<file path="src/rtl/dcm_lock_supervisor.sv">
// dcm_lock_supervisor
// Drives the active-high reset of the ADC-clock DCM and watches its lock
// indication. It pulses reset on start-up, on loss of lock and on software
// request, retries a bounded number of times and then reports a sticky failure.
// Optional build macro DCM_LOCKLOSS_COUNTER_EN enables the 16-bit lock-loss
// event counter; without it lockloss_count_o is tied to zero.
module dcm_lock_supervisor #(
  parameter int RST_CYCLES    = 8,
  parameter int LOCK_TIMEOUT  = 500000,
  parameter int STABLE_CYCLES = 1024,
  parameter int MAX_RETRIES   = 3,
  parameter int CNT_W         = 20
) (
  input  logic        clk_i,
  input  logic        reset_n_i,
  input  logic        enable_i,
  input  logic        force_reset_i,
  input  logic        locked_i,
  output logic        dcm_reset_o,
  output logic        locked_stable_o,
  output logic        fail_o,
  output logic [3:0]  retry_count_o,
  output logic [2:0]  state_o,
  output logic [15:0] lockloss_count_o
);

  typedef enum logic [2:0] {
    S_IDLE      = 3'd0,
    S_RESET     = 3'd1,
    S_WAIT_LOCK = 3'd2,
    S_STABLE    = 3'd3,
    S_LOCKED    = 3'd4,
    S_FAIL      = 3'd5
  } state_t;

  localparam logic [CNT_W-1:0] CNT_ONE     = CNT_W'(1);
  localparam logic [CNT_W-1:0] RST_LAST    = CNT_W'(RST_CYCLES - 1);
  localparam logic [CNT_W-1:0] TIMEOUT_LAST = CNT_W'(LOCK_TIMEOUT - 1);
  localparam logic [CNT_W-1:0] STABLE_LAST = CNT_W'(STABLE_CYCLES - 1);
  localparam logic [3:0]       RETRY_MAX   = 4'(MAX_RETRIES);

  logic             lk_p0;
  logic             lk_p1;
  logic             lk_s;
  state_t           state_q;
  state_t           state_d;
  logic [CNT_W-1:0] cnt_q;
  logic [CNT_W-1:0] cnt_d;
  logic [3:0]       retry_q;
  logic [3:0]       retry_d;
  logic             attempt_fail;
  logic             lockloss_evt;
  logic             lockloss_clr;
  logic             dcm_reset_q;
  logic             stable_q;
  logic             fail_q;

  // Two-flop synchronizer bringing the asynchronous lock flag into clk_i
  always_ff @(posedge clk_i or negedge reset_n_i) begin
    if (!reset_n_i) begin
      lk_p0 <= 1'b0;
      lk_p1 <= 1'b0;
    end else begin
      lk_p0 <= locked_i;
      lk_p1 <= lk_p0;
    end
  end

  assign lk_s = lk_p1;

  // State, counters and registered outputs decoded from the next state
  always_ff @(posedge clk_i or negedge reset_n_i) begin
    if (!reset_n_i) begin
      state_q     <= S_IDLE;
      cnt_q       <= '0;
      retry_q     <= 4'd0;
      dcm_reset_q <= 1'b1;
      stable_q    <= 1'b0;
      fail_q      <= 1'b0;
    end else begin
      state_q     <= state_d;
      cnt_q       <= cnt_d;
      retry_q     <= retry_d;
      dcm_reset_q <= (state_d == S_IDLE) || (state_d == S_RESET);
      stable_q    <= (state_d == S_LOCKED);
      fail_q      <= (state_d == S_FAIL);
    end
  end

  // Next-state logic: enable beats force_reset, which beats normal sequencing
  always_comb begin
    state_d      = state_q;
    cnt_d        = cnt_q;
    retry_d      = retry_q;
    attempt_fail = 1'b0;
    lockloss_evt = 1'b0;
    lockloss_clr = 1'b0;
    if (!enable_i) begin
      state_d = S_IDLE;
      cnt_d   = '0;
      retry_d = 4'd0;
    end else if (force_reset_i) begin
      state_d      = S_RESET;
      cnt_d        = '0;
      retry_d      = 4'd0;
      lockloss_clr = 1'b1;
    end else begin
      case (state_q)
        S_IDLE: begin
          state_d = S_RESET;
          cnt_d   = '0;
          retry_d = 4'd0;
        end
        S_RESET: begin
          if (cnt_q == RST_LAST) begin
            state_d = S_WAIT_LOCK;
            cnt_d   = '0;
          end else begin
            cnt_d = cnt_q + CNT_ONE;
          end
        end
        S_WAIT_LOCK: begin
          if (lk_s) begin
            state_d = S_STABLE;
            cnt_d   = '0;
          end else if (cnt_q == TIMEOUT_LAST) begin
            attempt_fail = 1'b1;
          end else begin
            cnt_d = cnt_q + CNT_ONE;
          end
        end
        S_STABLE: begin
          if (!lk_s) begin
            attempt_fail = 1'b1;
          end else if (cnt_q == STABLE_LAST) begin
            state_d = S_LOCKED;
            cnt_d   = '0;
            retry_d = 4'd0;
          end else begin
            cnt_d = cnt_q + CNT_ONE;
          end
        end
        S_LOCKED: begin
          if (!lk_s) begin
            state_d      = S_RESET;
            cnt_d        = '0;
            retry_d      = 4'd0;
            lockloss_evt = 1'b1;
          end
        end
        S_FAIL: begin
          state_d = S_FAIL;
        end
        default: begin
          state_d = S_IDLE;
          cnt_d   = '0;
          retry_d = 4'd0;
        end
      endcase
      if (attempt_fail) begin
        cnt_d = '0;
        if (retry_q < RETRY_MAX) begin
          retry_d = retry_q + 4'd1;
          state_d = S_RESET;
        end else begin
          state_d = S_FAIL;
        end
      end
    end
  end

`ifdef DCM_LOCKLOSS_COUNTER_EN
  logic [15:0] lockloss_q;

  // Saturating count of lock-loss events seen while LOCKED
  always_ff @(posedge clk_i or negedge reset_n_i) begin
    if (!reset_n_i) begin
      lockloss_q <= 16'd0;
    end else if (lockloss_clr) begin
      lockloss_q <= 16'd0;
    end else if (lockloss_evt && (lockloss_q != 16'hFFFF)) begin
      lockloss_q <= lockloss_q + 16'd1;
    end
  end

  assign lockloss_count_o = lockloss_q;
`else
  logic lockloss_unused;
  assign lockloss_unused  = lockloss_evt ^ lockloss_clr;
  assign lockloss_count_o = 16'd0;
`endif

  assign dcm_reset_o     = dcm_reset_q;
  assign locked_stable_o = stable_q;
  assign fail_o          = fail_q;
  assign retry_count_o   = retry_q;
  assign state_o         = state_q;

endmodule
</file>
<file path="config.mk">
export PLATFORM = sky130hd
export DESIGN_NAME = dcm_lock_supervisor
export DESIGN_NICKNAME = d
export VERILOG_FILES = /design/src/rtl/dcm_lock_supervisor.sv
export SDC_FILE = /design/constraint.sdc
export NUM_CORES = 1
export LEC_CHECK = 0
export ABC_AREA = 1
export CAP_MARGIN = 20
export CORE_ASPECT_RATIO = 0.75
export CORE_MARGIN = 8
export CORE_UTILIZATION = 40
export CTS_BUF_LIST = sky130_fd_sc_hd__clkbuf_16
export DETAILED_ROUTE_END_ITERATION = 8
export PLACE_DENSITY_LB_ADDON = 0.05
export SYNTH_ARGS = -nofsm -noshare
export SYNTH_HDL_FRONTEND = slang
export SYNTH_SLANG_ARGS = --single-unit
</file>
<file path="constraint.sdc">
create_clock -name clk_i -period 2.4 [get_ports clk_i]
set_input_delay 0.24 -clock clk_i [delete_from_list [all_inputs] [get_ports clk_i]]
set_output_delay 0.24 -clock clk_i [all_outputs]
set_load 0.01 [all_outputs]
</file>
==> metrics.cfg <==
[routing]
vias=2385
topRoutingLayerUsed=met4
first_pass_iters=5
routedWlPerCell_um=14.9
final_antenna_net_count=0
wl_met2_um=2720
drt_first_iter_violations=176
wl_met3_um=526
vias_per_cell=5.24
drt-total-wl_um=6800
wl_met1_um=3500
drc=0

[synth]
syn_area_um2=2420
netlist_instances=359
synth_most_common_cell=nand2_1
yosys.area.top_type=dfrtp_1
ys_seq_area_frac=0.332
async_flop_share=1.00
synth_cell_types=30
yosys-top-cells-count=92 x nand2_1, 52 x nand3_1, 41 x inv_1
yosys-top-cells-area=dfrtp_1 32%, nand2_1 14%, nand3_1 11%, nand4_1 7.0%, inv_1 6.4%
synth_top_area_share=0.321
yosysWarnings=0
synth_edf_count=0
syn_avg_cell_area_um2=6.73
synth_seq_cells=32
synth-main-ff-cell=dfrtp_1

[timing]
rsz0062_at_grt=no
drv_slew=0
max_slew_margin=0.497
fmax_ghz=0.472
finalCritPeriodShare=0.882
tightest_slew_ns=0.754
setup_viol=0
fin_skew_ns=0.00320
hold_viol=0
fin_tns_setup_ns=0
timing.final.crit_period_ns=2.12

[clocking]
post-cts-setup-buffer-count=0
cts_max_level=2
cts_resized=0
clock_sinks=32
root_buffer=clkbuf_16
cts-buffers-inserted=5
clk_pin_slew_worst_paths_ns=0.05
cts_tree=done
insertion_delay_ns=0.27
postCtsHoldBufs=0
clockBufferDepth=2

[power_and_ir_drop]
powerDensity_nw_per_um2=451
p_leak_nw=1.36
irDropWorstVdd_v=0.000309

[floorplan]
fp.dieArea_um2=8810
pin_count=31
die_x_um=106
die_height_um=83.3
initial_utilization=0.415
rows=24
core_area_um2=5830

[final_layout]
nFillCells=618
nets=383
area_growth_pct=12.3
n_antenna_cell=0
final_area_um2=2710
drive_above_1_share=0.0849

[worst_setup_path]
crit_type=reg -> reg
crit_required_ns=2.61
setup.worst_path.start_class=register
cp.arrival_ns=2.33
path_max_fanout=12
cp-end-kind=register

[flow_run]
drv_cap=0

[place]
hpwl_um=5240
gp_congestion=0.936
port-buffer-count=14
placedInstanceArea_um2=2580

[global_routing]
overflow=0
antenna_found_initial=0
track_usage=0.159
grt_pass1_wl_um=11300
grt_pass1_vias=2230
grt_max_degree=33

[hold_path]
hold_path.class=in -> async

[outcome]
outcome=completed

==> through the flow <==
step | util | total power, W | hold slack [ns] | std cells | worst slack (ns)
finish | 0.466 | 0.00122 | 0.0343 | 455 | 0.283
global route | 0.466 | 0.00127 | 0.0964 | 455 | 0.0292
CTS | 0.466 | 0.00123 | 0.0694 | 455 | 0.316
detailed placement | 0.442 | 0.000630 | 0.338 | 447 | 0.325
global placement | 0.442 | 0.000631 | 0.335 | 447 | 0.394
floorplan | - | 0.000621 | -0.0556 | 374 | 0.762
==> critical path, cell delays in order, from the launching register on <==
cell,delay [ns]
dfrtp_1,0.43
ha_1,0.28
nand2_2,0.12
nor2_1,0.07
nand3_1,0.10
nand2_1,0.08
nand2_2,0.19
nand2_2,0.10
nor2_2,0.44
nand3_1,0.15
nand2_1,0.09
==> power breakdown <==
group	internal, W	switching, W
clock	0.000374	0.000227
combinational	0.0000160	0.0000576
sequential	0.000543	0.00000478
==> area by class of cell <==
cell class | instances | area (µm²) | area share
clock inverter | 3 | 12.5 | 0.00461
sequential | 32 | 802 | 0.296
clock buffer | 5 | 125 | 0.0461
tap | 78 | 97.6 | 0.0360
inverter | 43 | 161 | 0.0595
timing repair buffer | 19 | 173 | 0.0636
multi-input combinational | 275 | 1340 | 0.495
==> state kept, by name (all words and copies together), names as in the netlist <==
name / flops
cnt_q: 20
retry_count_o: 4
state_o: 3
dcm_reset_o: 1
fail_o: 1
lk_p0: 1
lk_p1: 1
locked_stable_o: 1
==> cell usage in the layout, fill, tap and decap left out, drive strengths merged, types with 5 or more instances in the layout <==
cell           count
nand2             98
conb              16
nor3               7
clkbuf             5
inv               43
clkdlybuf4s50     13
buf                6
o21ai              5
dfrtp             31
nand4             27
xor2               6
nand3b             5
nor2              45
nand3             53
==> cells by family after synthesis <==
| kind of cell | share of synthesized area |
|---|---|
| compound gates | 0.0378 |
| xor+xnor | 0.0217 |
| fa+ha+maj | 0.0104 |
| buf+inv | 0.136 |
| flops | 0.332 |
| other cells | 0.00155 |
| simple gates | 0.461 |
==> layer usage <==
layer / global-route usage / up-vias
li1: - / 1182
met1: 0.243 / 1115
met2: 0.221 / 82
met3: 0.0285 / 6
met4: 0.0331 / 0
met5: 0 / -
==> worst paths after layout <==
kind | startpoint | to | slack, ns | cells past startpoint
worst max-delay path | cnt_q[0]$_DFFE_PN0P_ | cnt_q[19]$_DFFE_PN0P_ | 0.28 | 10
worst min-delay path | reset_n_i | cnt_q[7]$_DFFE_PN0P_ | 0.03 | 1
worst max register to register | cnt_q[0]$_DFFE_PN0P_ | cnt_q[19]$_DFFE_PN0P_ | 0.28 | 10
worst min register to register | lk_p0$_DFF_PN0_ | lk_p1$_DFF_PN0_ | 0.35 | 0
max in group asynchronous | reset_n_i | state_o[2]$_DFF_PN0_ | 1.88 | 1
min in group clk_i | lk_p0$_DFF_PN0_ | lk_p1$_DFF_PN0_ | 0.35 | 0
No activity file was read; power rests on OpenSTA's default activity.
